<file path="config.mk">
export PLATFORM = sky130hd
export DESIGN_NAME = voice_mixer
export DESIGN_NICKNAME = d
export VERILOG_FILES = /design/src/rtl/voice_mixer.sv
export SDC_FILE = /design/constraint.sdc
export NUM_CORES = 1
export LEC_CHECK = 0
export BUFFER_PORTS_ARGS = -buffer_cell sky130_fd_sc_hd__buf_2
export CORE_MARGIN = 2
export CORE_UTILIZATION = 55
export CTS_CLUSTER_SIZE = 12
export DETAILED_ROUTE_END_ITERATION = 10
export PLACE_DENSITY = 0.74
export SLEW_MARGIN = 20
export SYNTH_ARGS = -nofsm -noshare
export SYNTH_HDL_FRONTEND = slang
export SYNTH_SLANG_ARGS = --single-unit
</file>
<file path="constraint.sdc">
create_clock -name clk -period 5.1 [get_ports clk]
set_clock_uncertainty 0.1 [all_clocks]
set_input_delay 0.765 -clock clk [delete_from_list [all_inputs] [get_ports clk]]
set_output_delay 0.765 -clock clk [all_outputs]
set_load 0.01 [all_outputs]
</file>
<file path="src/rtl/voice_mixer.sv">
// voice_mixer: sums each NBANKS-slot frame of voice samples, scales and saturates it, and queues it for the codec
// Ports: clk, reset (async, active-high); clk_en slot strobe with i_sample;
//        o_data/o_valid/i_ready output handshake from a first-word-fall-through FIFO;
//        o_fill FIFO occupancy; o_clip saturation pulse; o_overflow sticky dropped-frame flag
module voice_mixer #(
    parameter int NBANKS     = 10,
    parameter int IN_W       = 24,
    parameter int ACC_W      = 28,
    parameter int SHIFT      = 2,
    parameter int SKIP       = 0,
    parameter int FIFO_DEPTH = 4
) (
    input  logic                          clk,
    input  logic                          reset,
    input  logic                          clk_en,
    input  logic [IN_W-1:0]               i_sample,
    output logic [23:0]                   o_data,
    output logic                          o_valid,
    input  logic                          i_ready,
    output logic [$clog2(FIFO_DEPTH):0]   o_fill,
    output logic                          o_clip,
    output logic                          o_overflow
);
    localparam int FW = $clog2(FIFO_DEPTH);
    localparam int SW = $clog2(NBANKS);
    localparam int KW = $clog2(SKIP + 2);
    localparam logic signed [ACC_W-1:0] MAX_V = ACC_W'(8388607);
    localparam logic signed [ACC_W-1:0] MIN_V = ACC_W'(-8388608);

    typedef enum logic {S_SKIP, S_ACCUM} state_t;

    state_t                   state;
    logic [KW-1:0]            skip_cnt;
    logic [SW-1:0]            slot;
    logic signed [ACC_W-1:0]  acc, r_sum, ext, acc_next, s;
    logic                     r_sum_valid;
    logic [23:0]              mem [FIFO_DEPTH];
    logic [FW-1:0]            wr_ptr, rd_ptr;
    logic                     sat_hi, sat_lo, full, pop, push_ok;
    logic [23:0]              result;

    always_comb begin
        ext      = {{(ACC_W-IN_W){i_sample[IN_W-1]}}, i_sample};
        acc_next = (slot == '0) ? ext : acc + ext;
        s        = r_sum >>> SHIFT;
        sat_hi   = s > MAX_V;
        sat_lo   = s < MIN_V;
        result   = sat_hi ? 24'h7FFFFF : sat_lo ? 24'h800000 : s[23:0];
        o_valid  = o_fill != '0;
        full     = o_fill == (FW+1)'(FIFO_DEPTH);
        pop      = o_valid && i_ready;
        // a full FIFO still accepts a push when the same edge frees a slot
        push_ok  = r_sum_valid && (!full || pop);
        o_data   = o_valid ? mem[rd_ptr] : '0;
    end

    always_ff @(posedge clk or posedge reset) begin
        if (reset) begin
            state       <= (SKIP > 0) ? S_SKIP : S_ACCUM;
            skip_cnt    <= KW'(SKIP);
            slot        <= '0;
            acc         <= '0;
            r_sum       <= '0;
            r_sum_valid <= 1'b0;
            wr_ptr      <= '0;
            rd_ptr      <= '0;
            o_fill      <= '0;
            o_clip      <= 1'b0;
            o_overflow  <= 1'b0;
        end else begin
            r_sum_valid <= 1'b0;
            if (clk_en) begin
                if (state == S_SKIP) begin
                    skip_cnt <= skip_cnt - 1'b1;
                    if (skip_cnt == KW'(1)) begin
                        state <= S_ACCUM;
                        slot  <= '0;
                    end
                end else begin
                    acc <= acc_next;
                    if (slot == SW'(NBANKS - 1)) begin
                        slot        <= '0;
                        r_sum       <= acc_next;
                        r_sum_valid <= 1'b1;
                    end else begin
                        slot <= slot + 1'b1;
                    end
                end
            end
            if (push_ok)
                wr_ptr <= wr_ptr + 1'b1;
            if (pop)
                rd_ptr <= rd_ptr + 1'b1;
            o_fill     <= o_fill + (FW+1)'(push_ok) - (FW+1)'(pop);
            o_clip     <= push_ok && (sat_hi || sat_lo);
            o_overflow <= o_overflow || (r_sum_valid && !push_ok);
        end
    end

    always_ff @(posedge clk)
        if (push_ok)
            mem[wr_ptr] <= result;
endmodule

</file>
==> metrics <==
Non-Filler Instances=974; gr busiest metal=met2; top-area cell type share of the netlist area=34.8%; post-CTS setup buffers=0; Final Power=6.08 mW; Clk pwr share=22.5%; commonest non-fill, non-tap cells in the layout=edfxtp_1, nand2_1, nor2_1; RSZ-0062 raised after global routing=false; # diodes=0; Hold Startpoint=o_overflow; Hold Vio Cnt, Final=0; core area=14600 µm²; synthesized area=8300 µm²; Final Util=64.1%; Boundary Pins=58; post-DP HPWL=11000 µm; Critical Path AT=around 3.4 ns; M1 GR Usage=29.4%; Distinct cells, synth=between 60 and 70; Setup CP Type=input port to flip-flop; WL final=16400 µm; H-tree Lvls=4; syn nets=791; via count=5577; pre-CTS setup slack=1.47 ns; setup violators final=0; GRT Total Usage=approximately 22%; grt total ovfl=0; yosys warns=0; setup TNS=0 ns; Worst Setup Start Kind=input port; Vias/cell=5.73; maximum vdd ir drop=0.390 mV; FFs w/ async S/R, synth=42.2%; Hold-fix buffers, CTS=0; Num CTS Buffers=17; met2 usage=35.0%; Die W=127 µm; period utilization=63.1%; Final WS setup=approximately 1.9 ns; Gate power share=a little over two fifths; status=completed; max_cap viols=0; first-pass GRT wire length=26800 µm; RR Endpoint=acc[20]; TritonCTS Sinks=between 150 and 200; initial DRC count=roughly 350; Avg WL per Cell=around 17 µm; DRT Pass-1 Iters=6; commonest non-fill, non-tap cell in the layout=edfxtp_1; Post-Syn Instances=725; Post-Syn Area per Cell=11.4 µm²; CP endpoint kind=flip-flop; switching fraction of total power=between 30% and 40%; DP Cell Count=942; Post-synth EDFFs=between 90 and 100; Area contributors post-synth=edfxtp_1, dfrtp_1, mux4_2; Starting Density=between 50% and 60%; sequential power share=34.0%; Synth area leader=edfxtp_1; vias in the first global route=5297; met3 Use GR=under 10%; CP max FO=4; hold endpoint=o_overflow; Hold Path Depth=1; Seq/Total Area, Yosys=between 50% and 60%; share of cells above drive strength 1=17.5%; clk_lat worst skew=0.43 ns; largest net degree at the start of global routing=50; post-route antenna net violation count=0; final net count=843; synthesized flop and latch total=166; CTS tree=yes; RR Startpoint=acc[0]; Final GP Congestion=0.926; Root Driver=clkbuf_16; P_sw=2.27 mW; Internal Power=3.81 mW; ys flop type=edfxtp_1; Hold/Removal Path Class=flip-flop to flip-flop; r2r setup slk=1.94 ns; worst hold margin=0.353 ns; post-CTS sizing=0; Final Cell Area=between 9000 and 10000 µm²; PwrDens=about 650 nW/µm²; Fillers=around 1100; minimum clock period=3.22 ns; Leak Pwr=3.88 nW; Std-Cell Rows=44; # DRC=0; actual slew at the worst max-slew pin=around 1.1 ns; r2r worst-path depth=12; WP data required=approximately 5.3 ns; clock-pin slew on the worst setup and hold paths=0.06 ns; PortBufs=57; final slew viol count=0; Die Area=16100 µm²; Post-DP Area=8750 µm²; FMAX=311 MHz; Die Y=around 130 µm; initial antenna violation count=0; Layout Area Growth over Synthesis=13.2%; Longest Clk Path Bufs=2; Rel. slew slack=28.3%
==> routing by layer <==
layer  up-vias  share of wire [%]
met1      2702                 46
li1       2704                  -
met5         -                  0
met4         0                1.1
met2       154                 48
met3        17                4.9
==> synth_stat cells (all sizes together), types with 2 or more instances <==
cell / number
a2111oi: 2
a211oi: 5
a21boi: 3
a21o: 12
a21oi: 42
a221o: 2
a31o: 2
a31oi: 7
and2: 31
and3: 5
buf: 6
clkbuf: 28
dfrtp: 69
edfxtp: 96
fa: 2
ha: 36
inv: 20
mux2i: 2
mux4: 24
nand2: 93
nand3: 9
nand4: 4
nor2: 80
nor2b: 5
nor3: 4
nor4: 2
o211ai: 2
o21a: 6
o21ai: 70
o21bai: 3
o31a: 2
o31ai: 4
o32ai: 2
or2: 4
xnor2: 21
xor2: 8
==> layout make-up <==
class,count,area [µm²],share of cell area (%)
multi-input cells,504,3440,36.6
clock inverters,11,170,1.81
clock buffers,21,470,5.01
flip-flops and latches,166,4640,49.4
inverters,20,76.3,0.813
repair buffers,68,368,3.92
well taps,184,230,2.45
==> how the worst max path moves through the flow <==
stage	start	end	slack (ns)
2_1_floorplan	i_sample[0]	acc[24]	1.94
3_3_place_gp	i_sample[0]	acc[24]	1.60
3_5_place_dp	i_sample[0]	acc[24]	1.47
4_1_cts	rd_ptr[1]	o_data[2]	1.89
5_1_grt	i_sample[0]	acc[22]	1.64
6_report	i_sample[0]	acc[20]	1.88
==> cells by family (layout without fill, tap and decap cells) <==
group	after synthesis	in the layout	synth area share, %
simple gates	243	243	13.3
compound gates	168	168	12.5
flops	166	166	55.9
buf+inv	55	120	2.67
fa+ha+maj	38	38	5.91
xor+xnor	29	29	3.06
mux	26	26	6.76
==> sequential cells by signal, summed over array words and instances (netlist names) <==
| register | count |
|---|---|
| acc | 28 |
| mem | 96 |
| o_clip | 1 |
| o_fill | 3 |
| o_overflow | 1 |
| r_sum | 26 |
| r_sum_valid | 1 |
| rd_ptr | 2 |
| skip_cnt | 1 |
| slot | 4 |
| state | 1 |
| wr_ptr | 2 |
==> worst max-delay path, stage by stage <==
cell       delay [ns]
buf_2            0.09
ha_1             0.20
inv_1            0.07
fa_1             0.37
and2b_1          0.25
o31ai_1          0.09
a2111oi_1        0.60
o31ai_1          0.18
o21ai_1          0.22
xnor2_1          0.15
nor2_1           0.10
a21oi_1          0.22
o21ai_0          0.10
==> power groups by stage <==
stage / clock network (mW) / logic, mW / registers [mW]
3_5_place_dp: 0 / 2.61 / 2.09
5_1_grt: 1.45 / 2.95 / 2.11
2_1_floorplan: 0 / 2.02 / 2.01
3_3_place_gp: 0 / 2.53 / 2.08
4_1_cts: 1.39 / 2.63 / 2.07
6_report: 1.37 / 2.64 / 2.07
Note: power is estimated with default switching activity, not from simulation.
